--- src/rtl/decode_queue.sv ---
`default_nettype none
// ============================================================================
// Module      : decode_queue
// Description : Fetch-to-decode instruction FIFO holding address/word pairs,
//               with a synchronous flush and an asynchronous reset.
// Revision    : 1.0 - initial release
// ============================================================================
module decode_queue #(
    parameter int ADDR_WIDTH = 32,
    parameter int DATA_WIDTH = 32,
    parameter int DEPTH      = 4
) (
    input  logic                    clk,
    input  logic                    rst,
    input  logic                    flush,
    input  logic                    if_valid,
    input  logic [ADDR_WIDTH-1:0]   if_instruction_addr,
    input  logic [DATA_WIDTH-1:0]   if_instruction,
    output logic                    if_ready,
    output logic                    dec_valid,
    output logic [ADDR_WIDTH-1:0]   dec_instruction_addr,
    output logic [DATA_WIDTH-1:0]   dec_instruction,
    input  logic                    dec_ready,
    output logic [$clog2(DEPTH):0]  count
);

    localparam int c_PTR_W = $clog2(DEPTH);
    localparam int c_CNT_W = c_PTR_W + 1;
    localparam logic [c_CNT_W-1:0] c_DEPTH_CNT = c_CNT_W'(DEPTH);

    logic [ADDR_WIDTH-1:0] r_addr_mem [DEPTH];
    logic [DATA_WIDTH-1:0] r_data_mem [DEPTH];
    logic [c_PTR_W-1:0]    r_wr_ptr;
    logic [c_PTR_W-1:0]    r_rd_ptr;
    logic [c_CNT_W-1:0]    r_count;
    logic                  w_push;
    logic                  w_pop;
    logic                  w_empty;

    assign w_empty   = (r_count == '0);
    // Readiness is based on the registered count only, so a pop never frees a slot in the same cycle.
    assign if_ready  = !rst && (r_count < c_DEPTH_CNT) && !flush;
    assign dec_valid = !w_empty && !flush;
    assign w_push    = if_valid && if_ready;
    assign w_pop     = dec_valid && dec_ready;

    assign dec_instruction_addr = w_empty ? '0 : r_addr_mem[r_rd_ptr];
    assign dec_instruction      = w_empty ? '0 : r_data_mem[r_rd_ptr];
    assign count                = r_count;

    always_ff @(posedge clk or posedge rst) begin
        if (rst) begin
            r_wr_ptr <= '0;
            r_rd_ptr <= '0;
            r_count  <= '0;
            for (int i = 0; i < DEPTH; i++) begin
                r_addr_mem[i] <= '0;
                r_data_mem[i] <= '0;
            end
        end else if (flush) begin
            r_wr_ptr <= '0;
            r_rd_ptr <= '0;
            r_count  <= '0;
        end else begin
            if (w_push) begin
                r_addr_mem[r_wr_ptr] <= if_instruction_addr;
                r_data_mem[r_wr_ptr] <= if_instruction;
                r_wr_ptr             <= r_wr_ptr + c_PTR_W'(1);
            end
            if (w_pop) begin
                r_rd_ptr <= r_rd_ptr + c_PTR_W'(1);
            end
            if (w_push && !w_pop) begin
                r_count <= r_count + c_CNT_W'(1);
            end else if (w_pop && !w_push) begin
                r_count <= r_count - c_CNT_W'(1);
            end
        end
    end

endmodule
`default_nettype wire

--- config.mk ---
export PLATFORM = sky130hd
export DESIGN_NAME = decode_queue
export DESIGN_NICKNAME = d
export VERILOG_FILES = /design/src/rtl/decode_queue.sv
export SDC_FILE = /design/constraint.sdc
export NUM_CORES = 1
export LEC_CHECK = 0
export ABC_AREA = 1
export BUFFER_PORTS_ARGS = -buffer_cell sky130_fd_sc_hd__buf_2
export CORE_ASPECT_RATIO = 0.8
export CORE_MARGIN = 5
export CORE_UTILIZATION = 39
export CTS_BUF_LIST = sky130_fd_sc_hd__clkbuf_4 sky130_fd_sc_hd__clkbuf_8
export DETAILED_ROUTE_END_ITERATION = 6
export SLEW_MARGIN = 10
export SYNTH_ARGS = -nofsm -noshare
export SYNTH_HDL_FRONTEND = slang
export SYNTH_SLANG_ARGS = --single-unit
--- constraint.sdc ---
create_clock -name clk -period 8.3 [get_ports clk]
set_input_delay 1.245 -clock clk [delete_from_list [all_inputs] [get_ports clk]]
set_output_delay 1.245 -clock clk [all_outputs]
set_load 0.1 [all_outputs]
==> flow_summary_export.csv, run 1 <==
group,metric,value,unit
run_status,outcome,"completed",
place,dp_cells,1982,
worst_setup_path,worstSetupEndpointType,"output pin",
clock_network,postCtsSetupBuffers,0,
route,via_per_inst,5.06,
place,place_hpwl,19500,µm
global_routing,grt_pass1_vias,10200,
floorplanning,rows,58,
worst_setup_path,startpoint,"r_rd_ptr[1]",
hold_path,hold_path_end,"r_addr_mem[124]",
cells_and_area,fillers,3154,
cells_and_area,finalNetCount,1683,
sta,period_needed,4.76,ns
global_routing,overflow,0,
route,drc,0,
clock_network,clkTransAtPathRegs,0.06,ns
global_routing,grt_start_max_net_pins,162,
worst_setup_path,critical_path_buf_inv_count,2,
cells_and_area,layout-drive-gt1-share,14.4,%
worst_setup_path,crit_chain,"clkinv_1 > a21oi_1 > o21ai_0 > a21oi_1 > buf_2",
floorplanning,core_area,0.0316,mm²
clock_network,htree_levels,2,
worst_setup_path,r2r_end,"r_addr_mem[91]",
worst_setup_path,arrival,3.51,ns
clock_network,cts.path.max_buffers,3,
route,wl_per_cell,16.7,µm
worst_setup_path,crit_family,"buffers and inverters",
floorplanning,ios,138,
sta,final-max-slew-violation-count,0,
logic_synthesis,ys_seq_area_share,52.6,%
worst_setup_path,cp_max_fo,45,
clock_network,clk_latency,0.56,ns
sta,setup_viol,0,
sta,maxSlewHeadroom,27.1,%
sta,setup_tns,0,ns
run,cap_violations,0,
cells_and_area,syn_to_final_growth,12.2,%
route,routed_wl,34400,µm
floorplanning,initial_utilization,39.6,%
floorplanning,die_y,170,µm
clock_network,cts_buffers,45,
worst_setup_path,critPathLaunchType,"register",
hold_path,hold_start,"r_addr_mem[124]",
logic_synthesis,syn_nets,1603,
place,gp_congestion,0.733,
clock_network,cts_tree,"done",
worst_setup_path,critPathMaxStageDelay,0.93,ns
floorplanning,die_area,0.0358,mm²
worst_setup_path,critPathKind,"reg2out",
sta,hold_violations,0,
clock_network,hold_buffers,0,
hold_path,hp-class,"reg2reg",
route,drt-initial-drc-count,663,
worst_setup_path,r2r_cells,7,
clock_network,cts-root-buf,"clkbuf_8",
cells_and_area,regArea,0.00659,mm²
place,portBuffers,137,
global_routing,grt_use_total,19.2,%
sta,period_share,57.3,%
global_routing,grt_pass1_wl,56100,µm
cells_and_area,multi_input_area,0.00471,mm²
worst_setup_path,r2r_start,"count[2]",
sta,grt_setup_unrepaired,"false",
route,postRouteAntennaNets,0,
worst_setup_path,rrSetupSlack,5.33,ns
logic_synthesis,syn_avg_cell_area,8.18,µm²
logic_synthesis,ys.warnings.count,0,
sta,fin_skew,0.0122,ns
logic_synthesis,syn-cell-area,0.0125,mm²
worst_setup_path,required,7.05,ns
sta,fmax,0.210,GHz
route,num_vias,10400,
worst_setup_path,slowest_stage,"clkinv_1",
route,first_pass_iters,6,
floorplanning,die_x,210,µm
global_routing,antenna_found_initial,0,
logic_synthesis,synthTopCellsByArea,"dfrtp_1 53%, nand2_1 13%, o21ai_0 8.7%",
logic_synthesis,ys_seq_elements,263,
logic_synthesis,syn_inst,1529,
logic_synthesis,synth_cell_types,25,
clock_network,clkSinkCount,263,
sta,worst_pin_slew,1.09,ns
logic_synthesis,yosysTopAreaCellShare,52.6,%
hold_path,whs_path_depth,2,
clock_network,post_cts_resized,0,
worst_setup_path,cp_common_cell,"a21oi_1",
cells_and_area,final_cells,2055,
logic_synthesis,netlist.top_cell.by_area,"dfrtp_1",
[cells in the mapped netlist]
cell type	n
a21oi_1	154
nand3_1	5
inv_8	1
ha_1	4
nand2_1	437
o211ai_1	39
inv_1	144
clkinv_1	1
nor2_8	5
xnor2_1	1
clkbuf_2	4
o21ai_0	218
o21ai_1	131
dfrtp_1	263
nor2_1	5
buf_4	4
nand3_4	1
buf_1	9
a22o_1	1
buf_6	22
buf_2	35
fa_1	1
clkbuf_1	42
inv_2	1
nand2_2	1
[sequential cells by signal (all words and copies together) (netlist names)]
| name | cells |
|---|---|
| r_addr_mem | 128 |
| r_data_mem | 128 |
| count | 3 |
| r_rd_ptr | 2 |
| r_wr_ptr | 2 |
[metal layers]
metal	global-route usage, %	vias to the layer above	routed length [µm]	part of all wire (%)
met4	4.20	0	463	1.3
li1	-	5128	-	-
met5	0	-	0	0
met1	28.0	4987	16600	48
met3	3.67	42	1930	5.6
met2	30.1	239	15400	45
[area by class of cell]
cell class	count	area share [%]
diodes	1	0.0178
multi-input cells	1003	33.5
repair buffers	149	5.62
inverters	147	4.02
flip-flops and latches	263	46.9
well taps	420	3.74
clock inverters	3	0.160
clock buffers	69	5.96
[worst register-to-register path: stages (launching register included)]
cell and delay (ns):
dfrtp_1 0.42, inv_1 0.16, nand3_4 0.12, nor2_8 0.18, inv_8 0.28, nor2_8 0.72
buf_4 0.72, o21ai_0 0.23
[cells in the final DEF, fill, tap and decap left out, drive strengths merged, types with 2 or more instances in the layout]
| master | count |
|---|---|
| clkinv | 2 |
| clkinvlp | 4 |
| a21oi | 154 |
| clkbuf | 69 |
| ha | 4 |
| inv | 144 |
| dfrtp | 263 |
| o21ai | 349 |
| nand3 | 6 |
| buf | 149 |
| nor2 | 10 |
| o211ai | 39 |
| nand2 | 438 |
[how the worst max path moves through the flow]
stage / slack (ns) / endpoint / cells after the start
floorplan: 0.86 / if_ready / 3
global placement: 3.90 / r_addr_mem[94] / 8
detailed placement: 3.85 / r_addr_mem[94] / 8
CTS: 3.47 / dec_instruction[3] / 5
global route: 3.28 / dec_instruction[3] / 5
finish: 3.54 / dec_instruction[2] / 5
[metrics by stage]
stage / worst slack [ns] / util, % / hold WS, ns / cell area, µm²
after floorplan: 0.859 / - / 0.441 / 12500
after global placement: 3.90 / 41.7 / 0.458 / 13200
after detailed placement: 3.85 / 41.7 / 0.464 / 13200
after CTS: 3.47 / 44.5 / 0.477 / 14000
after global routing: 3.28 / 44.5 / 0.499 / 14000
final: 3.54 / 44.5 / 0.475 / 14000
[kinds of logic (layout without fill, tap and decap cells)]
group | count (synthesis) | count (layout) | synth area share, %
compound gates | 543 | 543 | 22.5
simple gates | 454 | 454 | 14.5
buf+inv | 263 | 368 | 9.78
xor+xnor | 1 | 1 | 0.0700
fa+ha+maj | 5 | 5 | 0.560
flops | 263 | 263 | 52.6
other cells | 0 | 1 | 0
Power of run 1 is not shown: default switching activity piles up to over one toggle a cycle in this logic, so the estimate is an artifact.
==> inputs of run 2 (changes only) <==
==> constraint.sdc (replaced) <==
create_clock -name clk -period 4.5 [get_ports clk]
set_input_delay 0.675 -clock clk [delete_from_list [all_inputs] [get_ports clk]]
set_output_delay 0.675 -clock clk [all_outputs]
set_load 0.1 [all_outputs]
==> flow_summary_export.csv, run 2 (synthesis gave the netlist of run 1 again) <==
group,metric,value,unit
floorplanning,die_y,170,µm
sta,hold_violations,0,
hold_path,hold_start,"if_instruction[28]",
clock_network,postCtsSetupBuffers,0,
sta,final-max-slew-violation-count,0,
route,via_per_inst,5.07,
floorplanning,rows,58,
sta,period_share,80.9,%
worst_setup_path,arrival,2.96,ns
cells_and_area,fillers,3176,
floorplanning,die_area,0.0358,mm²
run_status,outcome,"completed",
clock_network,cts.path.max_buffers,3,
worst_setup_path,cp_max_fo,26,
cells_and_area,layout_commonest_cell,"nand2_1",
sta,maxSlewHeadroom,22.0,%
run,cap_violations,0,
clock_network,cts_tree,"done",
global_routing,grt_pass1_wl,55600,µm
clock_network,post_cts_resized,0,
place,portBuffers,137,
clock_network,clkSinkCount,263,
sta,setup_viol,0,
worst_setup_path,required,3.83,ns
sta,fmax,0.275,GHz
hold_path,hp-class,"in2reg",
worst_setup_path,worstSetupEndpointType,"output pin",
worst_setup_path,r2r_start,"count[2]",
route,postRouteAntennaNets,0,
worst_setup_path,rrSetupSlack,1.73,ns
route,first_pass_iters,5,
global_routing,grt_pass1_vias,10200,
route,wl_per_cell,16.6,µm
global_routing,grt_start_max_net_pins,135,
floorplanning,core_area,0.0316,mm²
clock_network,cts-root-buf,"clkbuf_8",
sta,period_needed,3.64,ns
route,drc,0,
clock_network,htree_levels,2,
sta,worst_pin_slew,1.17,ns
clock_network,cts_buffers,46,
global_routing,grt_use_total,19.1,%
sta,hold_ws,0.339,ns
route,drt-initial-drc-count,671,
place,place_hpwl,18900,µm
cells_and_area,layout-drive-gt1-share,15.2,%
global_routing,antenna_found_initial,1,
cells_and_area,multi_input_area,0.00473,mm²
worst_setup_path,r2r_cells,8,
sta,grt_setup_unrepaired,"false",
clock_network,hold_buffers,0,
cells_and_area,layout_common_cells,"435 x nand2_1, 261 x dfrtp_1, 195 x o21ai_1",
global_routing,overflow,0,
place,gp_congestion,0.774,
floorplanning,die_x,210,µm
cells_and_area,regArea,0.00659,mm²
worst_setup_path,r2r_end,"r_data_mem[70]",
cells_and_area,syn_to_final_growth,13.5,%
worst_setup_path,critPathLaunchType,"register",
hold_path,hold_path_end,"r_data_mem[124]",
worst_setup_path,critPathKind,"reg2out",
floorplanning,ios,138,
clock_network,clkTransAtPathRegs,0.06,ns
clock_network,clk_latency,0.58,ns
cells_and_area,finalNetCount,1689,
hold_path,whs_path_depth,3,
sta,fin_skew,0.0249,ns
route,num_vias,10500,
place,dp_cells,1987,
floorplanning,initial_utilization,39.6,%
cells_and_area,final_cells,2064,
route,routed_wl,34200,µm
cells_and_area,finalCoreUtilization,45.0,%
[run 2: cell type report]
class / instances / share of cell area, %
flip-flops and latches: 263 / 46.4
multi-input cells: 1003 / 33.3
repair buffers: 154 / 6.17
clock buffers: 72 / 6.10
inverters: 147 / 3.96
well taps: 420 / 3.70
clock inverters: 4 / 0.379
diodes: 1 / 0.0176
[run 2: worst max path at each step]
stage	from	to	slack, ns	cells past startpoint
6_report	r_rd_ptr[0]	dec_instruction[21]	0.86	5
5_1_grt	r_rd_ptr[1]	dec_instruction[20]	0.64	6
4_1_cts	r_rd_ptr[1]	dec_instruction[20]	0.82	6
3_5_place_dp	r_rd_ptr[1]	dec_instruction[20]	1.45	6
3_3_place_gp	r_rd_ptr[1]	dec_instruction[20]	1.49	6
2_1_floorplan	rst	if_ready	-1.80	3
[run 2: critical path, stage by stage (launching register included)]
cell	delay (ns)
dfrtp_4	0.59
inv_1	0.64
buf_4	0.40
o21ai_0	0.13
a21oi_1	0.17
buf_2	0.46
[run 2: through the flow]
stage / TNS, ns / area [µm²] / setup slack, ns
3_5_place_dp: 0 / 13300 / 1.45
6_report: 0 / 14200 / 0.860
3_3_place_gp: 0 / 13300 / 1.49
2_1_floorplan: -334.59 / 12700 / -1.80
4_1_cts: 0 / 14200 / 0.822
5_1_grt: 0 / 14200 / 0.644
[run 2: layer usage]
layer | wire (µm) | GRT usage, % | part of all wire (%)
met3 | 1740 | 3.56 | 5.1
met2 | 15400 | 29.4 | 45
met5 | 0 | 0 | 0
met1 | 16500 | 27.9 | 48
met4 | 516 | 4.79 | 1.5
Power of run 2 is left out for the same reason.
